File: config.mk
export PLATFORM = sky130hd
export DESIGN_NAME = color_palette
export DESIGN_NICKNAME = d
export VERILOG_FILES = /design/src/rtl/color_palette.sv
export SDC_FILE = /design/constraint.sdc
export NUM_CORES = 1
export LEC_CHECK = 0
export CORE_UTILIZATION = 60
export CTS_CLUSTER_SIZE = 24
export DETAILED_ROUTE_END_ITERATION = 10
export PLACE_DENSITY = 0.76
export SYNTH_ARGS = -nofsm -noshare
export SYNTH_HDL_FRONTEND = slang
export SYNTH_SLANG_ARGS = --single-unit
export TNS_END_PERCENT = 10
File: constraint.sdc
create_clock -name clk -period 2.5 [get_ports clk]
set_clock_uncertainty 0.05 [all_clocks]
set_input_delay 0.25 -clock clk [delete_from_list [all_inputs] [get_ports clk]]
set_output_delay 0.25 -clock clk [all_outputs]
set_load 0.02 [all_outputs]
File: src/rtl/color_palette.sv
// Tile-code to RGB palette with runtime-writable entries, per-pixel blink
// and global brightness dim. Fixed two-cycle latency, one pixel per cycle.
module color_palette #(
   parameter int unsigned CODE_W      = 3,
   parameter int unsigned NUM_ENTRIES = 8,
   parameter int unsigned COLOR_W     = 8,
   parameter int unsigned BLINK_W     = 24
) (
   input  logic               clk,
   input  logic               reset,
   input  logic               pix_valid_in,
   input  logic [CODE_W-1:0]  data,
   input  logic               blink_in,
   input  logic [1:0]         dim_shift,
   input  logic               wr_en,
   input  logic [CODE_W-1:0]  wr_addr,
   input  logic [COLOR_W-1:0] wr_r,
   input  logic [COLOR_W-1:0] wr_g,
   input  logic [COLOR_W-1:0] wr_b,
   output logic [COLOR_W-1:0] r,
   output logic [COLOR_W-1:0] g,
   output logic [COLOR_W-1:0] b,
   output logic               pix_valid_out,
   output logic               blink_phase
);

   localparam int unsigned DEPTH   = 1 << CODE_W;
   localparam int unsigned ENTRY_W = 3 * COLOR_W;

   typedef logic [ENTRY_W-1:0] entry_t;

   // Standard tile colours loaded at reset; unused entries stay black.
   function automatic entry_t default_entry(input int unsigned idx);
      logic [COLOR_W-1:0] fs;
      logic [COLOR_W-1:0] z;
      entry_t             e;
      fs = '1;
      z  = '0;
      e  = '0;
      if (idx < NUM_ENTRIES) begin
         case (idx)
            1:       e = {fs, z,  z };
            2:       e = {z,  fs, z };
            3:       e = {z,  z,  fs};
            4:       e = {fs, fs, z };
            default: e = '0;
         endcase
      end
      return e;
   endfunction

   function automatic logic in_range(input logic [CODE_W-1:0] a);
      return 32'(a) < NUM_ENTRIES;
   endfunction

   entry_t               pal_q [DEPTH];
   entry_t               pal_d [DEPTH];
   logic [BLINK_W-1:0]   cnt_q, cnt_d;

   logic                 v1_q;
   logic [CODE_W-1:0]    code1_q;
   logic                 blink1_q;
   logic [1:0]           dim1_q;

   logic [COLOR_W-1:0]   r_q, g_q, b_q, r_d, g_d, b_d;
   logic                 vo_q, vo_d;
   entry_t               ent;

   // Palette write path; out-of-range addresses are dropped.
   always_comb begin
      pal_d = pal_q;
      if (wr_en && in_range(wr_addr)) begin
         pal_d[wr_addr] = {wr_r, wr_g, wr_b};
      end
   end

   // Palette storage, reloaded with defaults on reset.
   always_ff @(posedge clk or negedge reset) begin
      if (!reset) begin
         for (int unsigned i = 0; i < DEPTH; i++) begin
            pal_q[i] <= default_entry(i);
         end
      end else begin
         pal_q <= pal_d;
      end
   end

   // Free-running blink counter, wraps naturally.
   always_comb begin
      cnt_d = cnt_q + 1'b1;
   end

   // S2 lookup reads pal_q (pre-edge contents), so a same-edge write is seen
   // only by the following pixel. Invalid beats out-of-range beats blink.
   always_comb begin
      r_d  = '0;
      g_d  = '0;
      b_d  = '0;
      vo_d = 1'b0;
      ent  = pal_q[code1_q];
      if (v1_q) begin
         vo_d = 1'b1;
         if (in_range(code1_q) && !(blink1_q && cnt_q[BLINK_W-1])) begin
            r_d = ent[3*COLOR_W-1 -: COLOR_W] >> dim1_q;
            g_d = ent[2*COLOR_W-1 -: COLOR_W] >> dim1_q;
            b_d = ent[COLOR_W-1   -: COLOR_W] >> dim1_q;
         end
      end
   end

   // Blink counter plus S1 and S2 pipeline registers.
   always_ff @(posedge clk or negedge reset) begin
      if (!reset) begin
         cnt_q    <= '0;
         v1_q     <= 1'b0;
         code1_q  <= '0;
         blink1_q <= 1'b0;
         dim1_q   <= '0;
         r_q      <= '0;
         g_q      <= '0;
         b_q      <= '0;
         vo_q     <= 1'b0;
      end else begin
         cnt_q    <= cnt_d;
         v1_q     <= pix_valid_in;
         code1_q  <= data;
         blink1_q <= blink_in;
         dim1_q   <= dim_shift;
         r_q      <= r_d;
         g_q      <= g_d;
         b_q      <= b_d;
         vo_q     <= vo_d;
      end
   end

   assign r             = r_q;
   assign g             = g_q;
   assign b             = b_q;
   assign pix_valid_out = vo_q;
   assign blink_phase   = cnt_q[BLINK_W-1];

endmodule
; After elaboration in Yosys (flattened, before gate mapping)
; Index checks and enable logic that the tools add are counted.
[classes]
muxes = 13
order_cmp = 3
add_sub_neg = 1
n_shift = 3
n_reduce_logical = 2
bitwise = 2
[op_table]
columns = op, n
row1 = $bwmux 192, 1
row2 = $bmux 24 s3, 1
row3 = $demux 24 s3, 1
row4 = $mux 24, 3
row5 = $mux 8, 6
row6 = $add 24x1->24 const B, 1
row7 = $shr 8x2->8, 3
row8 = $ge 4x4->1 const B, 2
row9 = $not 3->4, 2
row10 = $lt 4x1->1 const B, 1
row11 = $logic_and 1x1->1, 2
row12 = $mux 1, 1
[word_totals]
input_bits = 37
word_cells = 41
regBits = 248
output_inout_bits = 26

; Longest topological paths before layout
[logic_depth]
ltp_word = 7
mapped_depth = 7
depth_no_buf = 5

; Worst setup path after synthesis
; Ideal clock, no wire load.
[synth_path]
kind = register to register
from = register code1_q[0]
to = register r_q[3], in the netlist r[3]
required_ps = 2316
arrival_ps = 1590
setup_slack_ps = 726
stages_incl_launch_ff = 7
period_less_slack_ps = 1774
setup_ps = 134
cell_sequence = dfrtp_1 buf_6 buf_12 mux4_2 mux2_4 a32oi_1 o211ai_1
[synth_via]
elab_chain_cells = 7
[synth_rtl]
columns = element, line_no
row1 = "start, declared", 61  ; logic [CODE_W-1:0] code1_q;
row2 = "start signal, assigned", 126  ; code1_q <= data;
row3 = $not 3->4 (not written as such), 100  ; ent = pal_q[code1_q];
row4 = $bmux 24 s3, 100
row5 = $mux 24 (not written as such) (2 in a row), 100
row6 = $shr 8x2->8, 104  ; r_d = ent[3*COLOR_W-1 -: COLOR_W] >> dim1_q;
row7 = $mux 8, 103  ; if (in_range(code1_q) && !(blink1_q && cnt_q[BLINK_W-1])) begin
row8 = $mux 8, 101  ; if (v1_q) begin
row9 = named net r_d[3], 65  ; logic [COLOR_W-1:0] r_q, g_q, b_q, r_d, g_d, b_d;
row10 = "end signal, assigned", 129  ; r_q <= r_d;
row11 = "end, declared", 65
; The timed path passes the listed nets, and every way through them passes these cells. The select of a mux whose other input is x is not followed.
; A chain may end at the register's enable or synchronous reset.

; Final worst setup path
[layout_path]
from = register code1_q[0]
to = register g_q[4], in the netlist g[4]
[layout_via]
elab_chain_cells = 7
[layout_rtl]
columns = element, line_no
row1 = $not 3->4 (not written as such), 100
row2 = $bmux 24 s3, 100
row3 = $mux 24 (not written as such) (2 in a row), 100
row4 = $shr 8x2->8, 105  ; g_d = ent[2*COLOR_W-1 -: COLOR_W] >> dim1_q;
row5 = $mux 8, 103
row6 = $mux 8, 101
row7 = named net g_d[4], 65
row8 = "end signal, assigned", 130  ; g_q <= g_d;
row9 = "end, declared", 65
; The timed path passes the listed nets, and every way through them passes these cells. The select of a mux whose other input is x is not followed.

==> run metrics <==
post-layout minimum cycle time 2210 ps; clock root cell sky130_fd_sc_hd__clkbuf_16; number of nets with antenna violations after routing 0; number of vias in the routed layout 6917; setup repair after global routing missed its margin no; x dimension of the die 138 µm; clock share of power 35.1%; vertical die dimension 138 µm; initial detailed-routing violation count 478; proportion of power drawn by combinational gates 16.7%; net switching component of the power ~2.8 mW; Slew Viols, Final 0; Achievable Freq 452 MHz; pin count of the biggest net entering global routing 83; final-report setup violation count 0; Layout Utilization 72.1%; CTS tree yes; WHS Path Cells 1; critical register-to-register path endpoint g[4]; WHS Endpoint v1_q; post-route clock period utilization 88.4%; areal power density over the cells 844 nW/µm²; Placer Congestion between 0.8 and 0.9; worst setup margin 290 ps; setup_tns 0 ps; total standard cell area after synthesis around 11000 µm²; die outline area 19000 µm²; critical path buffer and inverter count 0; count of hold buffers inserted by post-cts repair 1; Worst Reg-to-Reg Cells 4; Crit path max-delay family multiplexers; Core Region roughly 18000 µm²; ratio of routed vias to standard cells 6.32; placement row count 49; global router's overall resource usage about 28%; share of synthesized area occupied by flip-flops and latches 56.5%; CP Max Fanout 22; switching power as a share of total power 25.2%; synthesis-to-layout area growth 17.4%; Yosys warning total 0; arrival time reported for the critical path endpoint 2540 ps; Detail Placement HPWL 16000 µm; EDFF count, synth 0; layout cell share with drive strength beyond 1 around 38%; required time of the critical path 2830 ps; number of iterations in the first detailed-routing pass 5; Post-CTS Setup Inserts 0; number of synthesized register bits 248; critical path launch point type register; number of filler instances in the final layout roughly 1.2k; DRC 0; beginning of the worst register-to-register path code1_q[0]; CP cell instances mux4_2 -> mux2_2 -> a32oi_1 -> nand3_1; standby leakage power 5.54 nW; reg-to-reg setup timing slack 290 ps; ANT cells 0; fraction of post-synthesis cell area in the top cell type by area 47.0%; instance count of the mapped netlist 770; Max Buffers Root-to-Sink 3; Hold Path Origin pix_valid_in; clock slew seen by the registers of the worst setup and hold paths 60 ps; mean area per synthesized cell 14.4 µm²; share of synthesized flip-flops with an asynchronous set or reset 100%; number of global-route vias before repair 7261; transition at the pin with the smallest max-transition slack ~750 ps; initial core utilization 61.4%; internal power component 8.19 mW; total number of clock tree sinks 248; post-synthesis cell type with the largest combined area sky130_fd_sc_hd__dfrtp_1; count of maximum capacitance violations 0; portion of total power attributed to sequential cells 48.2%; Slew headroom between 40% and 50%; maximum resistive drop on vdd 602 µV; classification of the worst-slack hold path in -> reg; post-CTS sizing 0; Overall Power 11.0 mW; number of antenna violations at the first check in global routing 0; final layout net count 885; synth top area cells sky130_fd_sc_hd__dfrtp_1, sky130_fd_sc_hd__mux2_2, sky130_fd_sc_hd__dfstp_2, sky130_fd_sc_hd__mux2i_1, sky130_fd_sc_hd__nand3_1; number of unique standard cell types used by synthesis 38; Primary FF master, synth sky130_fd_sc_hd__dfrtp_1; most used standard cell by instance count after synthesis sky130_fd_sc_hd__dfrtp_1; Inserted Clock Buffers 26; I/O Buffers 62; total routed wirelength between 20000 and 30000 µm; largest stage delay on the critical path 700 ps; number of nets in the synthesized netlist 808; sort of element at the end of the critical path register; Post-Place Setup Slack 317 ps; critical path's slowest cell sky130_fd_sc_hd__dfrtp_4; most used standard cells in the synthesized netlist sky130_fd_sc_hd__dfrtp_1, sky130_fd_sc_hd__mux2_2, sky130_fd_sc_hd__mux2i_1, sky130_fd_sc_hd__nand3_1, sky130_fd_sc_hd__dfstp_2; I/O pins 63; final hold vios 0; first-pass GRT wire length 40200 µm; outcome finished, final reports clean; type of the worst setup path reg -> reg; clock insertion delay at the later pin of the skew report between 500 and 600 ps; sum of overflow across all layers after global routing 0; H-tree lvl count 1; wire length per cell after detailed routing around 23 µm
power groups by stage:
stage | Combinational (mW) | Clock, mW | Sequential [mW]
global route | 1.98 | 4.06 | 5.35
finish | 1.83 | 3.85 | 5.28
detailed placement | 1.83 | 0 | 5.32
floorplan | 1.21 | 0 | 5.22
CTS | 1.84 | 3.92 | 5.26
global placement | 1.74 | 0 | 5.26
worst reg2reg max path, cell delays in order, from the launching register on:
cell and delay [ps]:
sky130_fd_sc_hd__dfrtp_4 700, sky130_fd_sc_hd__mux4_2 590, sky130_fd_sc_hd__mux2_2 330, sky130_fd_sc_hd__a32oi_1 250, sky130_fd_sc_hd__nand3_1 150
per-layer routing:
metal	up-vias	routed length, µm	global-route usage, %
met5	-	0	0
met4	0	655	7.97
met1	3598	11200	40.6
li1	3013	-	-
met2	251	12300	45.6
met3	55	1460	4.12
registers in the layout (all words and copies together) (netlist names):
signal,count
v1_q,1
cnt_q,24
pix_valid_out,1
blink1_q,1
dim1_q,2
b,8
code1_q,3
r,8
g,8
pal_q,192
cell usage in the layout, fill, tap and decap left out, types with 2 or more instances in the layout:
cell type,netlist,layout
sky130_fd_sc_hd__inv_1,4,4
sky130_fd_sc_hd__clkdlybuf4s50_1,0,61
sky130_fd_sc_hd__nand4b_1,3,3
sky130_fd_sc_hd__dfstp_2,40,40
sky130_fd_sc_hd__nor3_4,0,2
sky130_fd_sc_hd__nor2b_1,2,2
sky130_fd_sc_hd__nor3b_4,0,2
sky130_fd_sc_hd__mux2i_1,62,62
sky130_fd_sc_hd__nor3_1,4,3
sky130_fd_sc_hd__a211oi_1,3,3
sky130_fd_sc_hd__o2111ai_1,2,2
sky130_fd_sc_hd__a32oi_1,6,6
sky130_fd_sc_hd__mux2_2,198,198
sky130_fd_sc_hd__nand4_1,20,20
sky130_fd_sc_hd__a22oi_1,29,29
sky130_fd_sc_hd__clkinv_2,0,7
sky130_fd_sc_hd__bufinv_16,0,3
sky130_fd_sc_hd__clkbuf_1,14,6
sky130_fd_sc_hd__and4_1,2,2
sky130_fd_sc_hd__xnor2_1,18,18
sky130_fd_sc_hd__buf_4,6,18
sky130_fd_sc_hd__nand2_1,23,23
sky130_fd_sc_hd__mux4_1,8,8
sky130_fd_sc_hd__buf_12,1,11
sky130_fd_sc_hd__dfrtp_1,208,207
sky130_fd_sc_hd__xor2_1,4,4
sky130_fd_sc_hd__o211ai_1,7,7
sky130_fd_sc_hd__clkbuf_16,0,27
sky130_fd_sc_hd__nor2_1,10,10
sky130_fd_sc_hd__mux4_2,10,10
sky130_fd_sc_hd__nand3_1,47,47
sky130_fd_sc_hd__and3_1,4,4
sky130_fd_sc_hd__or3_1,2,2
per-stage QoR:
stage / std cells / hold WS [ps] / instance area (µm²)
5_1_grt: 1094 / 126 / 13000
6_report: 1094 / 128 / 13000
2_1_floorplan: 770 / -95.6 / 11100
4_1_cts: 1094 / 111 / 13000
3_5_place_dp: 1047 / 248 / 12100
3_3_place_gp: 1047 / 221 / 12100
cell families after synthesis:
group	Yosys count	synth area share, %
muxes	279	29.8
DFF	248	56.5
and+or+nand+nor	124	6.04
AOI/OAI and AO/OA	49	3.44
buffers and inverters	47	2.31
xor gates and xnor gates	22	1.74
adders and majority gates	1	0.113
cell type report:
cell class | instances | area, µm² | area share (%)
sequential | 248 | 6260 | 48.2
multi-input combinational | 475 | 4580 | 35.3
timing repair buffer | 92 | 991 | 7.63
clock buffer | 34 | 712 | 5.48
tap | 229 | 287 | 2.21
clock inverter | 12 | 141 | 1.09
inverter | 4 | 15.0 | 0.116
worst max-delay path by stage:
stage                           from   end  cells past startpoint
after global routing      code1_q[0]  b[4]                      6
after CTS                 code1_q[0]  g[4]                      4
final                     code1_q[0]  g[4]                      4
after global placement    code1_q[0]  g[4]                      4
after floorplan           code1_q[0]  r[3]                      6
after detailed placement  code1_q[0]  g[4]                      4
No activity file was read; power rests on OpenSTA's default activity.
